$ cat src/rtl/spi_slave_pkg.sv
// Shared types and constants for the SPI slave front end.
package spi_slave_pkg;

    // Receive/transmit sequencing states
    typedef enum logic [2:0] {
        IDLE,
        CHK_CMD,
        WRITE,
        READ_ADD,
        READ_DATA,
        TX_WAIT,
        TX_SHIFT,
        HOLD
    } state_e;

    // Command field values carried in the two MSBs of each frame
    localparam logic [1:0] CMD_WR_ADDR = 2'b00;
    localparam logic [1:0] CMD_WR_DATA = 2'b01;
    localparam logic [1:0] CMD_RD_ADDR = 2'b10;
    localparam logic [1:0] CMD_RD_DATA = 2'b11;

    localparam int ADDR_SIZE_DEFAULT = 8;
    localparam int FRAME_LEN         = ADDR_SIZE_DEFAULT + 2;

    // Frame word width for a given RAM address/data width
    function automatic int frame_len(input int addr_size);
        return addr_size + 2;
    endfunction

endpackage

$ cat src/rtl/spi_slave_if.sv
// SPI pins plus the RAM-side rx/tx handshake of the SPI slave.
// Optional macro SPI_SLAVE_FRAME_ERR_EN adds the frame_err abort indicator.
interface spi_slave_if #(
    parameter int ADDR_SIZE = 8
);
    logic                 SS_n;
    logic                 MOSI;
    logic                 MISO;
    logic [ADDR_SIZE+1:0] rx_data;
    logic                 rx_valid;
    logic [ADDR_SIZE-1:0] tx_data;
    logic                 tx_valid;
`ifdef SPI_SLAVE_FRAME_ERR_EN
    logic                 frame_err;
`endif

    modport slave (
        input  SS_n, MOSI, tx_data, tx_valid,
`ifdef SPI_SLAVE_FRAME_ERR_EN
        output frame_err,
`endif
        output MISO, rx_data, rx_valid
    );

    modport master (
        output SS_n, MOSI, tx_data, tx_valid,
`ifdef SPI_SLAVE_FRAME_ERR_EN
        input  frame_err,
`endif
        input  MISO, rx_data, rx_valid
    );

endinterface

$ cat src/rtl/spi_tx_shifter.sv
// Parallel-load, MSB-first shift register for the read byte.
// Holds the WIDTH-1 bits that follow the MSB (the MSB is driven at load time).
module spi_tx_shifter
    import spi_slave_pkg::*;
#(
    parameter int WIDTH = ADDR_SIZE_DEFAULT
) (
    input  logic             clk,
    input  logic             rst_n,
    input  logic             clear,
    input  logic             load,
    input  logic             shift,
    input  logic [WIDTH-2:0] load_data,
    output logic             sout,
    output logic             done
);
    localparam int CW = $clog2(WIDTH);

    logic [WIDTH-2:0] sreg_q, sreg_d;
    logic [CW-1:0]    cnt_q, cnt_d;

    // Next-state: clear beats load beats shift
    always_comb begin
        sreg_d = sreg_q;
        cnt_d  = cnt_q;
        if (clear) begin
            sreg_d = '0;
            cnt_d  = '0;
        end else if (load) begin
            sreg_d = load_data;
            cnt_d  = CW'(WIDTH - 1);
        end else if (shift && cnt_q != '0) begin
            sreg_d = {sreg_q[WIDTH-3:0], 1'b0};
            cnt_d  = cnt_q - CW'(1);
        end
    end

    // Shift register and remaining-bit counter
    always_ff @(posedge clk or negedge rst_n) begin
        if (!rst_n) begin
            sreg_q <= '0;
            cnt_q  <= '0;
        end else begin
            sreg_q <= sreg_d;
            cnt_q  <= cnt_d;
        end
    end

    assign sout = sreg_q[WIDTH-2];
    assign done = (cnt_q == CW'(1));

endmodule

$ cat src/rtl/spi_slave.sv
// SPI slave: deserialises MOSI frames to rx_data/rx_valid and serialises
// the RAM read byte on MISO. Optional macro SPI_SLAVE_FRAME_ERR_EN adds
// a frame_err pulse on SS_n aborts.
module spi_slave
    import spi_slave_pkg::*;
#(
    parameter int ADDR_SIZE = ADDR_SIZE_DEFAULT
) (
    input logic        clk,
    input logic        rst_n,
    spi_slave_if.slave bus
);
    localparam int FW = frame_len(ADDR_SIZE);
    localparam int CW = $clog2(ADDR_SIZE + 1);

    state_e          state_q, state_d;
    logic [CW-1:0]   bit_cnt_q, bit_cnt_d;
    logic [FW-2:0]   rx_shift_q, rx_shift_d;
    logic [FW-1:0]   rx_data_q, rx_data_d;
    logic            rx_valid_q, rx_valid_d;
    logic            miso_q, miso_d;
    logic            rd_addr_done_q, rd_addr_done_d;
`ifdef SPI_SLAVE_FRAME_ERR_EN
    logic            frame_err_q, frame_err_d;
`endif

    logic            tx_load, tx_shift, tx_clear;
    logic            tx_bit, tx_done;

    spi_tx_shifter #(
        .WIDTH (ADDR_SIZE)
    ) u_tx_shifter (
        .clk       (clk),
        .rst_n     (rst_n),
        .clear     (tx_clear),
        .load      (tx_load),
        .shift     (tx_shift),
        .load_data (bus.tx_data[ADDR_SIZE-2:0]),
        .sout      (tx_bit),
        .done      (tx_done)
    );

    // Next-state and output decode; an SS_n abort overrides every state
    always_comb begin
        state_d        = state_q;
        bit_cnt_d      = bit_cnt_q;
        rx_shift_d     = rx_shift_q;
        rx_data_d      = rx_data_q;
        rx_valid_d     = 1'b0;
        miso_d         = 1'b0;
        rd_addr_done_d = rd_addr_done_q;
        tx_load        = 1'b0;
        tx_shift       = 1'b0;
        tx_clear       = 1'b0;
`ifdef SPI_SLAVE_FRAME_ERR_EN
        frame_err_d    = 1'b0;
`endif
        if (state_q != IDLE && bus.SS_n) begin
            state_d   = IDLE;
            bit_cnt_d = '0;
            tx_clear  = 1'b1;
`ifdef SPI_SLAVE_FRAME_ERR_EN
            frame_err_d = (state_q != HOLD);
`endif
        end else begin
            case (state_q)
                IDLE: begin
                    if (!bus.SS_n) state_d = CHK_CMD;
                end
                CHK_CMD: begin
                    rx_shift_d = {{(FW-2){1'b0}}, bus.MOSI};
                    bit_cnt_d  = CW'(ADDR_SIZE);
                    if (!bus.MOSI)          state_d = WRITE;
                    else if (rd_addr_done_q) state_d = READ_DATA;
                    else                     state_d = READ_ADD;
                end
                WRITE, READ_ADD, READ_DATA: begin
                    if (bit_cnt_q == '0) begin
                        rx_data_d  = {rx_shift_q, bus.MOSI};
                        rx_valid_d = 1'b1;
                        if (state_q == READ_DATA) begin
                            state_d = TX_WAIT;
                        end else begin
                            state_d = HOLD;
                            if (state_q == READ_ADD) rd_addr_done_d = 1'b1;
                        end
                    end else begin
                        rx_shift_d = {rx_shift_q[FW-3:0], bus.MOSI};
                        bit_cnt_d  = bit_cnt_q - CW'(1);
                    end
                end
                TX_WAIT: begin
                    if (bus.tx_valid) begin
                        tx_load = 1'b1;
                        miso_d  = bus.tx_data[ADDR_SIZE-1];
                        state_d = TX_SHIFT;
                    end
                end
                TX_SHIFT: begin
                    tx_shift = 1'b1;
                    miso_d   = tx_bit;
                    if (tx_done) begin
                        rd_addr_done_d = 1'b0;
                        state_d        = HOLD;
                    end
                end
                HOLD: begin
                    state_d = HOLD;
                end
                default: begin
                    state_d = IDLE;
                end
            endcase
        end
    end

    // State and registered outputs
    always_ff @(posedge clk or negedge rst_n) begin
        if (!rst_n) begin
            state_q        <= IDLE;
            bit_cnt_q      <= '0;
            rx_shift_q     <= '0;
            rx_data_q      <= '0;
            rx_valid_q     <= 1'b0;
            miso_q         <= 1'b0;
            rd_addr_done_q <= 1'b0;
`ifdef SPI_SLAVE_FRAME_ERR_EN
            frame_err_q    <= 1'b0;
`endif
        end else begin
            state_q        <= state_d;
            bit_cnt_q      <= bit_cnt_d;
            rx_shift_q     <= rx_shift_d;
            rx_data_q      <= rx_data_d;
            rx_valid_q     <= rx_valid_d;
            miso_q         <= miso_d;
            rd_addr_done_q <= rd_addr_done_d;
`ifdef SPI_SLAVE_FRAME_ERR_EN
            frame_err_q    <= frame_err_d;
`endif
        end
    end

    assign bus.MISO     = miso_q;
    assign bus.rx_data  = rx_data_q;
    assign bus.rx_valid = rx_valid_q;
`ifdef SPI_SLAVE_FRAME_ERR_EN
    assign bus.frame_err = frame_err_q;
`endif

endmodule

$ cat src/flat_wrapper.sv
// flat-port wrapper written by rule: the top's interface ports become plain ports
module spi_slave_flat import spi_slave_pkg::*;
#(
    parameter int ADDR_SIZE = ADDR_SIZE_DEFAULT
)
  (clk, rst_n, bus_SS_n, bus_MOSI, bus_tx_data, bus_tx_valid, bus_MISO, bus_rx_data, bus_rx_valid);
  spi_slave_if #(.ADDR_SIZE(ADDR_SIZE)) bus_i ();
  input logic clk;
  input logic rst_n;
  input wire logic [$bits(bus_i.SS_n)-1:0] bus_SS_n;
  input wire logic [$bits(bus_i.MOSI)-1:0] bus_MOSI;
  input wire logic [$bits(bus_i.tx_data)-1:0] bus_tx_data;
  input wire logic [$bits(bus_i.tx_valid)-1:0] bus_tx_valid;
  output wire logic [$bits(bus_i.MISO)-1:0] bus_MISO;
  output wire logic [$bits(bus_i.rx_data)-1:0] bus_rx_data;
  output wire logic [$bits(bus_i.rx_valid)-1:0] bus_rx_valid;
  assign bus_i.SS_n = bus_SS_n;
  assign bus_i.MOSI = bus_MOSI;
  assign bus_i.tx_data = bus_tx_data;
  assign bus_i.tx_valid = bus_tx_valid;
  assign bus_MISO = bus_i.MISO;
  assign bus_rx_data = bus_i.rx_data;
  assign bus_rx_valid = bus_i.rx_valid;
  spi_slave #(.ADDR_SIZE(ADDR_SIZE)) u_core (.clk(clk), .rst_n(rst_n), .bus(bus_i));
endmodule
$ cat config.mk
export PLATFORM = sky130hd
export DESIGN_NAME = spi_slave_flat
export DESIGN_NICKNAME = d
export VERILOG_FILES = /design/src/rtl/spi_slave_pkg.sv /design/src/rtl/spi_slave_if.sv /design/src/rtl/spi_tx_shifter.sv /design/src/rtl/spi_slave.sv /design/src/flat_wrapper.sv
export SDC_FILE = /design/constraint.sdc
export NUM_CORES = 1
export LEC_CHECK = 0
export BUFFER_PORTS_ARGS = -buffer_cell sky130_fd_sc_hd__buf_2
export CORE_ASPECT_RATIO = 0.5
export CORE_MARGIN = 5
export CORE_UTILIZATION = 40
export CTS_BUF_LIST = sky130_fd_sc_hd__clkbuf_4
export DETAILED_ROUTE_END_ITERATION = 6
export SLEW_MARGIN = 20
export SYNTH_ARGS = -nofsm -noshare
export SYNTH_HDL_FRONTEND = slang
export SYNTH_SLANG_ARGS = --single-unit
$ cat constraint.sdc
create_clock -name clk -period 1.9 [get_ports clk]
set_clock_uncertainty 0.15 [all_clocks]
set_input_delay 0.19 -clock clk [delete_from_list [all_inputs] [get_ports clk]]
set_output_delay 0.19 -clock clk [all_outputs]
set_load 0.005 [all_outputs]
==> results.md <==
* Worst hold path type: in -> reg
* Synth warn at 0
* Routed vias/inst at 5.03
* RSZ-0062 raised after global routing: true
* Routed WL at 4230 um
* Sinks on the clock net at 39
* Max_cap viols at 0
* Nets at 261
* Cell taking the most area after synthesis: dfrtp_1
* Cells after Synth at 192
* Die X at 112 um
* Total GRT Usage at 0.133
* R2R cell count at 7
* DP Cell Count at 290
* Flops & latches, synth at 39
* Layout cells sized above 1 at 0.357
* Worst-path clk slew at 0.13 ns
* Crit path arrival time at 1.98 ns
* Combinational power share at 0.475
* PortBufs at 24
* CTS Buffer Depth at 2
* Setup Crit Path Kind: reg -> reg
* Syn_area_per_cell at 10.7 um2
* # fillers at 453
* Status: completed
* Max Slew Vio Count at 0
* Yosys top cell area share at 0.473
* WL/cell at roughly 13 um
* Height of the die at a little over 60 um
* Core ar. at 4950 um2
* Crit start category: flop
* WHS Path Cells at 5
* Final Setup Violations at 0
* Grt ovf at 0
* PwrDens at 1400 nW/um2
* Setup ws final at a little under 0.05 ns
* DP HPWL at ~2900 um
* Leak at 1.25 nW
* Routed Antenna Nets at 0
* Sequential area share after synthesis at 0.473
* CP max FO at 5
* Post-route DRC at 0
* Area growth, synth to finish at 27.0%
* ANT cells at 0
* CTS tree: yes
* Number of flops mapped to enable cells by yosys at 0
* Initial core utilization at 0.416
* Clock share of power at 0.191
* Peak VDD IR at 0.000538 V
* FF+latch area at 978 um2
* Sequential share of power at 0.334
* Final GP Congestion at 0.869
* Switch share at 0.366
* Root buffer cell: clkbuf_4
* H-tree levels at 2
* Area of the multi-input gates at 993 um2
* Vias in the first global route at 1578
* Area post-placement at 2320 um2
* F_max at 540 MHz
* Row count at 18
* Crit. End Element: flop
* Post-route cell area at 2620 um2
* P_int at 2.33 mW
* DR pass1 iterations at 4
* Ports at 25
* Tmin final at 1.85 ns
* Final Hold Viols at 0
* Count of different cell masters after synthesis at 46
* 1st-iter DRT viols at 110
* Via count at 1578
* Worst Max-Slew Pin Slew at roughly 0.49 ns
* Synth Cell Area at 2060 um2
* CP required at ~2.0 ns
* Largest net degree at the start of global routing at 40
* Die area at 6780 um2
* Slew margin rel. at 0.670
* FFs w/ async S/R, synth at 1.00
* Initial antenna violation count at 0
* Num CTS Buffers at 5
* Place WS at 0.0589 ns
* Switching power at ~1.3 mW
* First-pass GRT wire length at between 7000 and 8000 um
* Synth area leaders: dfrtp_1 47%, mux2_4 6.6%, nand2_1 6.4%, a311oi_1 3.4%, ha_1 3.0%
* Syn nets at 210
* Fin cells at 314
* Top_reg_cell synth: dfrtp_1
* Later-pin clock latency in the skew report at 0.36 ns
* Final setup TNS at 0 ns
* Period utilization at 0.974
[registers in the layout (all words and copies together), names as in the netlist]
name and flops:
u_core.bus.rx_data 10, u_core.rx_shift_q 9, u_core.bit_cnt_q 4, u_core.bus.MISO 1, u_core.rd_addr_done_q 1, u_core.u_tx_shifter.sreg_q 7, u_core.state_q 3, u_core.u_tx_shifter.cnt_q 3
u_core.bus.rx_valid 1
[metal layers]
metal	up-vias	track usage	routed length [um]
li1	785	-	-
met4	0	0.0485	68
met1	752	0.170	2060
met5	-	0	0
met2	35	0.229	1920
met3	6	0.0309	185
[path summary, 6_finish.rpt]
check / startpoint / to / slack [ns]
max in group asynchronous: rst_n / u_core.state_q[1] / 1.00
min in group asynchronous: rst_n / u_core.u_tx_shifter.sreg_q[6] / 0.25
hold reg to reg: u_core.rx_shift_q[8] / u_core.rx_shift_q[8] / 0.34
setup reg to reg: u_core.bit_cnt_q[0] / u_core.rx_shift_q[0] / 0.05
hold / removal: bus_tx_data[7] / u_core.bus.MISO / 0.11
setup / recovery: u_core.bit_cnt_q[0] / u_core.rx_shift_q[0] / 0.05
[power groups by stage]
stage	combinational [mW]	clock (mW)	sequential (mW)
global route	1.93	0.763	1.26
global placement	1.53	0	1.23
finish	1.75	0.702	1.23
floorplan	1.22	0	1.18
CTS	1.58	0.715	1.22
detailed placement	1.56	0	1.24
[synthesized netlist by cell type, types with 2 or more instances]
library cell / number
a211oi_1: 2
nor3b_4: 2
and3_1: 2
buf_6: 4
ha_1: 5
dfrtp_1: 39
mux2i_1: 3
a311oi_1: 8
a21oi_1: 12
clkbuf_1: 2
nand3_1: 3
buf_4: 2
a2111oi_0: 2
nor2_1: 6
o21ai_0: 9
inv_1: 12
a31oi_1: 2
nand2_1: 35
nand2b_1: 5
mux2_4: 9
nor3_1: 3
[final cells by class]
class | instances | area share
timing repair buffer | 53 | 0.156
clock inverter | 3 | 0.0258
sequential | 39 | 0.374
clock buffer | 5 | 0.0143
multi-input combinational | 132 | 0.379
tap | 70 | 0.0334
inverter | 12 | 0.0172
[per-stage QoR]
| stage | hold slack [ns] | total power [mW] | utilization |
|---|---|---|---|
| detailed placement | 0.127 | 2.80 | 0.468 |
| global placement | 0.123 | 2.76 | 0.468 |
| global route | 0.140 | 3.95 | 0.529 |
| finish | 0.105 | 3.68 | 0.529 |
| CTS | 0.114 | 3.52 | 0.510 |
| floorplan | -0.256 | 2.39 | - |
[kinds of logic (layout without fill, tap and decap cells)]
logic type,after synthesis,in the layout,share of synthesized area
adder cells (fa/ha/maj),5,5,0.0303
buffers and inverters,21,73,0.0570
AO/OA/AOI/OAI,47,47,0.175
flip-flops,39,39,0.473
AND/OR/NAND/NOR,67,67,0.179
multiplexers,13,13,0.0856
[cell usage in the layout (no fill, tap or decap), types with 4 or more instances in the layout]
master / Yosys / routed
nand2_1: 35 / 34
mux2_4: 9 / 9
inv_1: 12 / 9
o21ai_1: 1 / 5
o21ai_0: 9 / 5
dlygate4sd3_1: 0 / 10
dfrtp_1: 39 / 37
nand2b_1: 5 / 5
a311oi_1: 8 / 8
nor2_1: 6 / 4
buf_4: 2 / 15
clkbuf_4: 0 / 5
ha_1: 5 / 4
buf_2: 1 / 24
a21oi_1: 12 / 12
[critical path, stage by stage, from the launching register on]
cell	delay, ns
dfrtp_1	0.41
inv_2	0.10
ha_4	0.13
or3b_4	0.40
o221ai_4	0.27
clkbuf_16	0.20
nand2_1	0.05
o21ai_1	0.06
[repair_timing]
action	in CTS	in global routing
endpoints found under the hold margin	49	0
hold buffers	10	0
setup buffers	0	4
resized for setup	0	17
setup endpoints to repair	0	23
(Power assumes the default switching activity.)
